### src/rtl/game_pkg.sv
`default_nettype none
// ============================================================================
// Module      : game_pkg
// Description : Shared types and constants for the column generator path.
// Revision    : 1.0 - initial release
// ============================================================================
package game_pkg;

    localparam int LFSR_W = 6;

    // An all-zeros state would lock the LFSR, so this seed replaces it
    localparam logic [LFSR_W-1:0] SEED_FALLBACK = 6'b000001;

    typedef enum logic [2:0] {
        IDLE    = 3'd0,
        SEED    = 3'd1,
        STEP    = 3'd2,
        CAPTURE = 3'd3,
        WAIT    = 3'd4
    } feeder_state_t;

    typedef struct packed {
        logic [2:0] gap;
        logic [2:0] aux;
    } column_t;

endpackage
`default_nettype wire

### src/rtl/column_fifo.sv
`default_nettype none
// ============================================================================
// Module      : column_fifo
// Description : Power-of-two depth FIFO with flush; head held while empty.
// Revision    : 1.0 - initial release
// ============================================================================
module column_fifo #(
    parameter int WIDTH = 6,
    parameter int DEPTH = 4
) (
    input  logic                   clk,
    input  logic                   rst_n,
    input  logic                   flush,
    input  logic                   push,
    input  logic [WIDTH-1:0]       push_data,
    input  logic                   pop,
    output logic [WIDTH-1:0]       pop_data,
    output logic [$clog2(DEPTH):0] count,
    output logic                   full,
    output logic                   empty
);

    localparam int c_ptr_w = $clog2(DEPTH);
    localparam logic [c_ptr_w:0] c_depth = DEPTH[c_ptr_w:0];

    logic [WIDTH-1:0]   r_mem [DEPTH];
    logic [WIDTH-1:0]   r_last;
    logic [c_ptr_w-1:0] r_rd_ptr;
    logic [c_ptr_w-1:0] r_wr_ptr;
    logic [c_ptr_w:0]   r_count;
    logic               w_do_push;
    logic               w_do_pop;

    assign full      = (r_count == c_depth);
    assign empty     = (r_count == '0);
    assign count     = r_count;
    assign w_do_pop  = pop && !flush && !empty;
    assign w_do_push = push && !flush && (!full || w_do_pop);

    // The last popped word stays visible so consumers see a stable value when empty
    assign pop_data  = empty ? r_last : r_mem[r_rd_ptr];

    always_ff @(posedge clk or negedge rst_n) begin
        if (!rst_n) begin
            for (int i = 0; i < DEPTH; i++) begin
                r_mem[i] <= '0;
            end
        end else if (w_do_push) begin
            r_mem[r_wr_ptr] <= push_data;
        end
    end

    always_ff @(posedge clk or negedge rst_n) begin
        if (!rst_n) begin
            r_rd_ptr <= '0;
            r_wr_ptr <= '0;
            r_count  <= '0;
            r_last   <= '0;
        end else if (flush) begin
            r_rd_ptr <= '0;
            r_wr_ptr <= '0;
            r_count  <= '0;
        end else begin
            if (w_do_push) begin
                r_wr_ptr <= r_wr_ptr + 1'b1;
            end
            if (w_do_pop) begin
                r_rd_ptr <= r_rd_ptr + 1'b1;
                r_last   <= r_mem[r_rd_ptr];
            end
            case ({w_do_push, w_do_pop})
                2'b10:   r_count <= r_count + 1'b1;
                2'b01:   r_count <= r_count - 1'b1;
                default: r_count <= r_count;
            endcase
        end
    end

endmodule
`default_nettype wire

### src/rtl/column_feeder.sv
`default_nettype none
// ============================================================================
// Module      : column_feeder
// Description : Seeds and steps the column LFSR, buffers mapped columns and
//               hands them out over a valid/ready handshake.
// Revision    : 1.0 - initial release
// ============================================================================
module column_feeder
    import game_pkg::*;
#(
    parameter int FIFO_DEPTH    = 4,
    parameter int STEPS_PER_COL = 3,
    parameter int GAP_MAX       = 6
) (
    input  logic              clk,
    input  logic              rst_n,
    input  logic              start,
    input  logic              restart,
    input  logic [LFSR_W-1:0] seed_in,
    output logic              lfsr_random,
    output logic              lfsr_load,
    output logic [LFSR_W-1:0] lfsr_seed,
    input  logic [2:0]        first_column,
    input  logic [2:0]        second_column,
    output logic              col_valid,
    input  logic              col_ready,
    output logic [2:0]        col_gap,
    output logic [2:0]        col_aux,
    output logic              running
);

    localparam int c_step_w = $clog2(STEPS_PER_COL) + 1;
    localparam int c_cnt_w  = $clog2(FIFO_DEPTH) + 1;
    localparam logic [3:0]          c_gap_max   = 4'(GAP_MAX);
    localparam logic [c_step_w-1:0] c_last_step = c_step_w'(STEPS_PER_COL - 1);
    localparam logic [c_cnt_w-1:0]  c_depth_m1  = c_cnt_w'(FIFO_DEPTH - 1);

    feeder_state_t       r_state;
    feeder_state_t       w_next_state;
    logic [c_step_w-1:0] r_step_cnt;
    logic [LFSR_W-1:0]   r_seed_cnt;
    logic [LFSR_W-1:0]   r_lfsr_seed;
    logic [LFSR_W-1:0]   w_seed_pick;
    logic [LFSR_W-1:0]   w_eff_seed;
    logic                w_restart;
    logic                w_push;
    logic                w_pop;
    logic                w_full;
    logic                w_empty;
    logic                w_full_after;
    logic [c_cnt_w-1:0]  w_count;
    logic [3:0]          w_first_ext;
    column_t             w_push_col;
    column_t             w_head_col;

    assign w_restart    = restart && (r_state != IDLE);
    assign col_valid    = !w_empty;
    assign w_pop        = col_valid && col_ready && !w_restart;
    assign w_full_after = w_pop ? w_full : (w_count == c_depth_m1);
    assign col_gap      = w_head_col.gap;
    assign col_aux      = w_head_col.aux;
    assign running      = (r_state != IDLE);
    assign lfsr_seed    = r_lfsr_seed;

    assign w_seed_pick  = (seed_in != '0) ? seed_in : r_seed_cnt;
    assign w_eff_seed   = (w_seed_pick == '0) ? SEED_FALLBACK : w_seed_pick;

    // Out-of-range values fold back once; GAP_MAX >= 4 keeps the result in range
    assign w_first_ext  = {1'b0, first_column};
    always_comb begin
        w_push_col.aux = second_column;
        if (w_first_ext < c_gap_max) begin
            w_push_col.gap = first_column;
        end else begin
            w_push_col.gap = 3'(w_first_ext - c_gap_max);
        end
    end

    always_comb begin
        w_next_state = r_state;
        lfsr_random  = 1'b0;
        lfsr_load    = 1'b0;
        w_push       = 1'b0;
        case (r_state)
            IDLE: begin
                if (start && !restart) begin
                    w_next_state = SEED;
                end
            end
            SEED: begin
                lfsr_load    = 1'b1;
                lfsr_random  = 1'b1;
                w_next_state = STEP;
            end
            STEP: begin
                lfsr_random = 1'b1;
                if (r_step_cnt == c_last_step) begin
                    w_next_state = CAPTURE;
                end
            end
            CAPTURE: begin
                w_push       = 1'b1;
                w_next_state = w_full_after ? WAIT : STEP;
            end
            WAIT: begin
                if (!w_full) begin
                    w_next_state = STEP;
                end
            end
            default: w_next_state = IDLE;
        endcase
        if (w_restart) begin
            w_next_state = SEED;
            w_push       = 1'b0;
        end
    end

    always_ff @(posedge clk or negedge rst_n) begin
        if (!rst_n) begin
            r_state     <= IDLE;
            r_step_cnt  <= '0;
            r_seed_cnt  <= '0;
            r_lfsr_seed <= '0;
        end else begin
            r_state    <= w_next_state;
            r_step_cnt <= ((r_state == STEP) && (w_next_state == STEP)) ?
                          r_step_cnt + 1'b1 : '0;
            if (r_state == IDLE) begin
                r_seed_cnt <= r_seed_cnt + 1'b1;
            end
            if ((r_state == IDLE) && (w_next_state == SEED)) begin
                r_lfsr_seed <= w_eff_seed;
            end
        end
    end

    column_fifo #(
        .WIDTH ($bits(column_t)),
        .DEPTH (FIFO_DEPTH)
    ) u_fifo (
        .clk       (clk),
        .rst_n     (rst_n),
        .flush     (w_restart),
        .push      (w_push),
        .push_data (w_push_col),
        .pop       (w_pop),
        .pop_data  (w_head_col),
        .count     (w_count),
        .full      (w_full),
        .empty     (w_empty)
    );

endmodule
`default_nettype wire

### config.mk
export PLATFORM = sky130hd
export DESIGN_NAME = column_feeder
export DESIGN_NICKNAME = d
export VERILOG_FILES = /design/src/rtl/game_pkg.sv /design/src/rtl/column_fifo.sv /design/src/rtl/column_feeder.sv
export SDC_FILE = /design/constraint.sdc
export NUM_CORES = 1
export LEC_CHECK = 0
export BUFFER_PORTS_ARGS = -buffer_cell sky130_fd_sc_hd__buf_2
export CORE_ASPECT_RATIO = 1.75
export CORE_MARGIN = 4
export CORE_UTILIZATION = 30
export DETAILED_ROUTE_END_ITERATION = 10
export PLACE_DENSITY = 0.49
export SYNTH_ARGS = -nofsm -noshare
export SYNTH_HDL_FRONTEND = slang
export SYNTH_SLANG_ARGS = --single-unit
### constraint.sdc
create_clock -name clk -period 3.6 [get_ports clk]
set_clock_uncertainty 0.15 [all_clocks]
set_input_delay 0.54 -clock clk [delete_from_list [all_inputs] [get_ports clk]]
set_output_delay 0.54 -clock clk [all_outputs]
set_load 0.03 [all_outputs]
Yosys cells after proc, flatten, opt, wreduce, memory -nomap -nowiden
Cells that the tools add are included.
{"block": "word_totals", "register_bits": 55, "latchBits": 0, "mem_bits_rw": 0, "rom_bits": 0, "in_bits": 17, "output_inout_bits": 16, "wordCells": 91, "memories": 0}
{"block": "classes", "n_addsub": 7, "multipliers": 0, "div": 0, "n_lt_le_gt_ge": 4, "eq_ne": 11, "shifts": 0, "mux": 28, "bitwise": 3, "reduce_logical": 26}
{"operator": "6-bit 2-to-1 mux", "n": 6}
{"operator": "24-bit bitwise mux", "n": 1}
{"operator": "3-bit 2-to-1 mux", "n": 8}
{"operator": "3-bit by 2-bit == test with 1-bit output (second input constant)", "n": 5}
{"operator": "3-bit case mux with 5 select lines", "n": 1}
{"operator": "6-bit binary-select mux with 2-bit select", "n": 1}
{"operator": "6-bit demux with 2-bit select", "n": 1}
{"operator": "1-bit logical AND", "n": 11}
{"operator": "2-bit 2-to-1 mux", "n": 4}
{"operator": "3-bit by 1-bit adder with 3-bit output (second input constant)", "n": 2}
{"operator": "6-bit by 1-bit adder with 6-bit output (second input constant)", "n": 1}
{"operator": "3-bit by 1-bit == test with 1-bit output (second input constant)", "n": 2}
{"operator": "3-bit == test (second input constant)", "n": 2}
{"operator": "3-bit >= comparator (second input constant)", "n": 2}
{"operator": "3-bit logical NOT", "n": 2}
{"operator": "6-bit logical NOT", "n": 1}
{"operator": "2-bit inverter with 3-bit output", "n": 2}
{"operator": "3-bit case mux with 2 select lines", "n": 1}
{"operator": "3-bit nonzero test", "n": 2}
{"operator": "6-bit nonzero test", "n": 1}
{"operator": "1-bit 2-to-1 mux", "n": 5}
{"operator": "2-bit by 1-bit adder with 2-bit output (second input constant)", "n": 2}
{"operator": "1-bit logical NOT", "n": 4}
{"operator": "2-bit nonzero test", "n": 2}
{"operator": "10 further kinds", "n": 10}

Longest topological paths before layout
{"block": "logic_depth", "word_depth": 11, "mapped_depth": 10}

Cells and area by module
From an unflattened synthesis, not the netlist that was laid out.
{"block": "hier_totals", "hier_cells": 252, "area_unflattened_um2": 2930.3}
{"module": "column_fifo", "n_inst": 1, "cells_per_inst": 154, "area_per_inst_um2": 1986.9}
{"module": "column_feeder", "n_inst": 1, "cells_per_inst": 98, "area_per_inst_um2": 943.4}

Worst setup path before layout
Ideal clock, no wire load.
{"block": "synth_timing", "kind": "register to register", "start": "register u_fifo.r_count[0], in the netlist u_fifo.count[0]", "end": "register u_fifo.r_count[2], in the netlist u_fifo.count[2]", "setup_time_ns": 0.077, "arrival_ns": 2.351, "t_required_ns": 3.373, "slack_ns": 1.022, "path_stages_with_launch": 10, "n_path_buf": 1, "synth_period_minus_slack_ns": 2.578, "path_cell_list": "dfrtp_1 > or3_1 > buf_2 > nand2_2 > nor2_8 > ha_1 > fa_1 > xnor2_1 > or3_1 > a21oi_1"}
{"block": "synth_via", "elab_chain_cells": 11, "elab_cells_between_ends": 17}
{"item": "start, declared", "line": "column_fifo.sv:30", "rtl": "logic [c_ptr_w:0] r_count;"}
{"item": "start signal, assigned", "line": "column_fifo.sv:72", "rtl": "2'b10: r_count <= r_count + 1'b1;"}
{"item": "start signal, assigned", "line": "column_fifo.sv:73", "rtl": "2'b01: r_count <= r_count - 1'b1;"}
{"item": "start signal, assigned", "line": "column_fifo.sv:74", "rtl": "default: r_count <= r_count;"}
{"item": "3-bit logical NOT (*)", "line": "column_fifo.sv:35", "rtl": "assign empty = (r_count == '0);"}
{"item": "1-bit logical NOT (*)", "line": "column_feeder.sv:57", "rtl": "assign col_valid = !w_empty;"}
{"item": "net col_valid", "line": "column_feeder.sv:25", "rtl": "output logic col_valid,"}
{"item": "1-bit logical AND (2 in a row)", "line": "column_feeder.sv:58", "rtl": "assign w_pop = col_valid && col_ready && !w_restart;"}
{"item": "1-bit logical AND", "line": "column_fifo.sv:37", "rtl": "assign w_do_pop = pop && !flush && !empty;"}
{"item": "1-bit logical AND (*)", "line": "column_fifo.sv:37"}
{"item": "1-bit logical OR", "line": "column_fifo.sv:38", "rtl": "assign w_do_push = push && !flush && (!full || w_do_pop);"}
{"item": "1-bit logical AND", "line": "column_fifo.sv:38"}
{"item": "2-bit by 1-bit == test with 1-bit output or 2-bit == test (tied branches)", "line": "column_fifo.sv:71", "rtl": "case ({w_do_push, w_do_pop})"}
{"item": "3-bit case mux with 2 select lines", "line": "column_fifo.sv:71"}
{"item": "3-bit 2-to-1 mux", "line": "column_fifo.sv:59", "rtl": "end else if (flush) begin"}
The timed path passes the listed nets; every way through them passes the cells marked *.
A chain may end at the register's enable or synchronous reset.

Worst setup path in the final report
{"block": "layout_timing", "start": "register u_fifo.r_count[0], in the netlist u_fifo.count[0]", "end": "register u_fifo.r_count[2], in the netlist u_fifo.count[2]"}
{"block": "layout_via", "elab_chain_cells": 11, "elab_cells_between_ends": 17}
{"item": "3-bit logical NOT", "line": "column_fifo.sv:35"}
{"item": "1-bit logical NOT", "line": "column_fifo.sv:37, column_feeder.sv:57"}
{"item": "1-bit logical AND (2 in a row)", "line": "column_feeder.sv:58"}
{"item": "1-bit logical AND (2 in a row)", "line": "column_fifo.sv:37"}
{"item": "1-bit logical OR", "line": "column_fifo.sv:38"}
{"item": "1-bit logical AND", "line": "column_fifo.sv:38"}
{"item": "2-bit by 1-bit == test with 1-bit output or 2-bit == test (tied branches)", "line": "column_fifo.sv:71"}
{"item": "3-bit case mux with 2 select lines", "line": "column_fifo.sv:71"}
{"item": "3-bit 2-to-1 mux", "line": "column_fifo.sv:59"}
Several ways; a longest one is shown, not always the timed one.

==> flow_metrics.env <==
export IMPL_status="complete, no violations"
export IMPL_via_count=1765
export IMPL_antenna_cells=0
export IMPL_final_setup_viol_count=0
export IMPL_via_per_inst=4.67
export IMPL_numCtsBuffers=5
export IMPL_rsz0062_at_grt="no"
export IMPL_antenna_found_initial=0
export IMPL_clk_insertion_delay_late_ps=290
export IMPL_hold_path_class="input pin to async pin"
export IMPL_grt_start_max_net_pins=39
export IMPL_cts_sinks=55
export IMPL_gp_congestion=0.752
export IMPL_routed_wirelength_mm=5.71
export IMPL_ios=33
export IMPL_peakVddDrop_v=0.000356
export IMPL_path_cells="or3_1, nand2_2, nor2_8, ha_1, fa_1, xnor2_1, or3_1, a21oi_1"
export IMPL_p_per_area_nw_per_um2=835
export IMPL_grt_ovfl_total=0
export IMPL_initial_core_util=0.308
export IMPL_num_nets_final=281
export IMPL_ys_warn_count=0
export IMPL_syn_nets=249
export IMPL_cts_tree="done"
export IMPL_multi_input_area_um2=1450
export IMPL_die_area_um2=11400
export IMPL_dieWidth_um=82.6
export IMPL_synthArstFlopShare=1.00
export IMPL_end_kind="flop"
export IMPL_row_count=47
export IMPL_coreArea_um2=9470
export IMPL_dr_pass1_iters=4
export IMPL_clock_path_buffers=2
export IMPL_finalInstanceArea_um2=3320
export IMPL_yosys_area_top_type="dfrtp_1"
export IMPL_max_cap_violations=0
export IMPL_port_buffers=32
export IMPL_worst_slew_pin_slew_ps=523
export IMPL_cp_data_arrival_time_ps=2800
export IMPL_cp_common_cell="or3_1"
export IMPL_die_height_um=139
export IMPL_synthCells=223
export IMPL_syn_avg_cell_area_um2=13.1
export IMPL_htreeDepth=2
export IMPL_fin_tns_setup_ps=0
export IMPL_antenna_left=0
export IMPL_hpwlAfterDp_mm=4.19
export IMPL_p_leak_nw=1.56
export IMPL_synth_edf_count=0
export IMPL_drt_iter0_markers=54
export IMPL_drv_slew=0
export IMPL_regArea_um2=1380
export IMPL_track_usage=0.110
export IMPL_max_stage_delay_ps=560
export IMPL_grt_pass1_wl_mm=9.61
export IMPL_ys_dominant_reg_cell="dfrtp_1"
export IMPL_drc_errors=0
export IMPL_yosysUniqueCellTypes=46
export IMPL_synth_seq_cells=55
export IMPL_nFillCells=944
export IMPL_path_buf_inv=0
export IMPL_synth_area_um2=2920
export IMPL_ys_seq_area_frac=0.471
export IMPL_max_slew_margin=0.651
export IMPL_cts_resized=0
export IMPL_ys_top_cells_by_area="dfrtp_1 (47%), mux2_4 (12%), mux4_2 (4.6%), mux2_2 (3.9%), ha_1 (3.4%)"
export IMPL_fmax_mhz=367
export IMPL_critPathKind="flop to flop"
export IMPL_fin_crit_sh=0.757
export IMPL_slowest_stage="or3_1"
export IMPL_path_max_fanout=9
export IMPL_cp_start_kind="flop"
export IMPL_ctsHoldBuffers=0
export IMPL_drive_above_1_share=0.371
export IMPL_critical_path_required_ps=3670
export IMPL_critical_path_top_delay_family="simple AND/OR/NAND/NOR gates"
export IMPL_synth_top_area_frac=0.471
export IMPL_clk_pin_slew_ps=70
export IMPL_fin_crit_ps=2730
export IMPL_grt_pass1_vias=1948
export IMPL_cts_root_buf="clkbuf_16"
export IMPL_area_growth_syn_to_layout_pct=13.7
export IMPL_post_cts_buffers=0
export IMPL_holdWs_ps=22.2
export IMPL_routedWlPerCell_um=15.1
export IMPL_hold_viol_final=0
export IMPL_place_area_um2=3180
==> path summary, 6_finish.rpt <==
kind                                                   from                            to  slack, ps  depth (start not counted)
worst max register to register  u_fifo.count[0]$_DFFE_PN0P_   u_fifo.count[2]$_DFFE_PN0P_        870                          8
min in group clk                    r_step_cnt[0]$_DFF_PN0_       r_step_cnt[0]$_DFF_PN0_        310                          1
max in group asynchronous                             rst_n  u_fifo.r_mem[19]$_DFFE_PN0P_       2420                          2
worst max-delay path            u_fifo.count[0]$_DFFE_PN0P_   u_fifo.count[2]$_DFFE_PN0P_        870                          8
worst min register to register      r_step_cnt[0]$_DFF_PN0_       r_step_cnt[0]$_DFF_PN0_        310                          1
worst min-delay path                                  rst_n  u_fifo.r_mem[20]$_DFFE_PN0P_         20                          1
==> synth_stat cells (all sizes together), types with 2 or more instances <==
library cell   n
ha             8
nor3           4
nor2b          7
mux4           6
o21ai          2
nand2         13
inv            7
nand2b         2
xor2           5
xnor2          5
or2            2
nand3          2
nand4          3
buf            8
a21oi         12
nor2          23
dfrtp         55
mux2          37
or3            2
mux2i          4
==> metal layers <==
metal,vias to the layer above,global-route usage,share of wire
met5,-,0,0
met4,0,0.0422,0.024
met3,10,0.0280,0.045
met2,36,0.181,0.51
met1,877,0.133,0.42
li1,842,-,-
==> placed cells by master (no fill, tap or decap), types with 3 or more instances in the layout <==
cell type,netlist,final
a21oi_1,12,12
buf_2,5,32
clkbuf_16,0,5
clkinv_2,0,3
dfrtp_1,55,55
ha_1,8,8
inv_1,7,7
mux2_1,3,3
mux2_2,10,10
mux2_4,24,24
mux2i_1,4,4
mux4_2,6,6
nand2_1,8,8
nand2_8,4,4
nand4_1,3,3
nor2_1,22,22
nor2b_1,7,7
xnor2_1,5,5
xor2_1,5,5
==> stage by stage <==
stage / total power [mW] / setup WS [ps] / utilization / cells
after floorplan: 2.04 / 1020 / - / 223
after global placement: 2.32 / 817 / 0.336 / 370
after detailed placement: 2.33 / 778 / 0.336 / 370
after CTS: 2.83 / 836 / 0.351 / 378
after global routing: 2.96 / 731 / 0.351 / 378
final: 2.77 / 875 / 0.351 / 378
==> power breakdown <==
group / internal, mW / switching [mW] / total (mW)
combinational: 0.579 / 0.656 / 1.24
sequential: 0.845 / 0.214 / 1.06
clock: 0.255 / 0.222 / 0.477
==> area by class of cell <==
cell class | instances | share of cell area
Clock buffer | 5 | 0.0377
Clock inverter | 3 | 0.00452
Inverter | 7 | 0.00791
Multi-Input combinational cell | 152 | 0.437
Sequential cell | 55 | 0.414
Tap cell | 122 | 0.0460
Timing Repair Buffer | 34 | 0.0528
==> sequential cells by signal (all words and copies together), names as in the netlist <==
name / cells
lfsr_seed: 6
r_seed_cnt: 6
r_state: 3
r_step_cnt: 3
u_fifo.count: 3
u_fifo.r_last: 6
u_fifo.r_mem: 24
u_fifo.r_rd_ptr: 2
u_fifo.r_wr_ptr: 2
==> kinds of logic after synthesis <==
family                   share of synthesized area
buffers and inverters                       0.0321
AO/OA/AOI/OAI                               0.0450
adder cells (fa/ha/maj)                     0.0411
XOR/XNOR                                    0.0300
flip-flops                                   0.471
multiplexers                                 0.234
AND/OR/NAND/NOR                              0.147
Power figures use the tool's default switching activity.
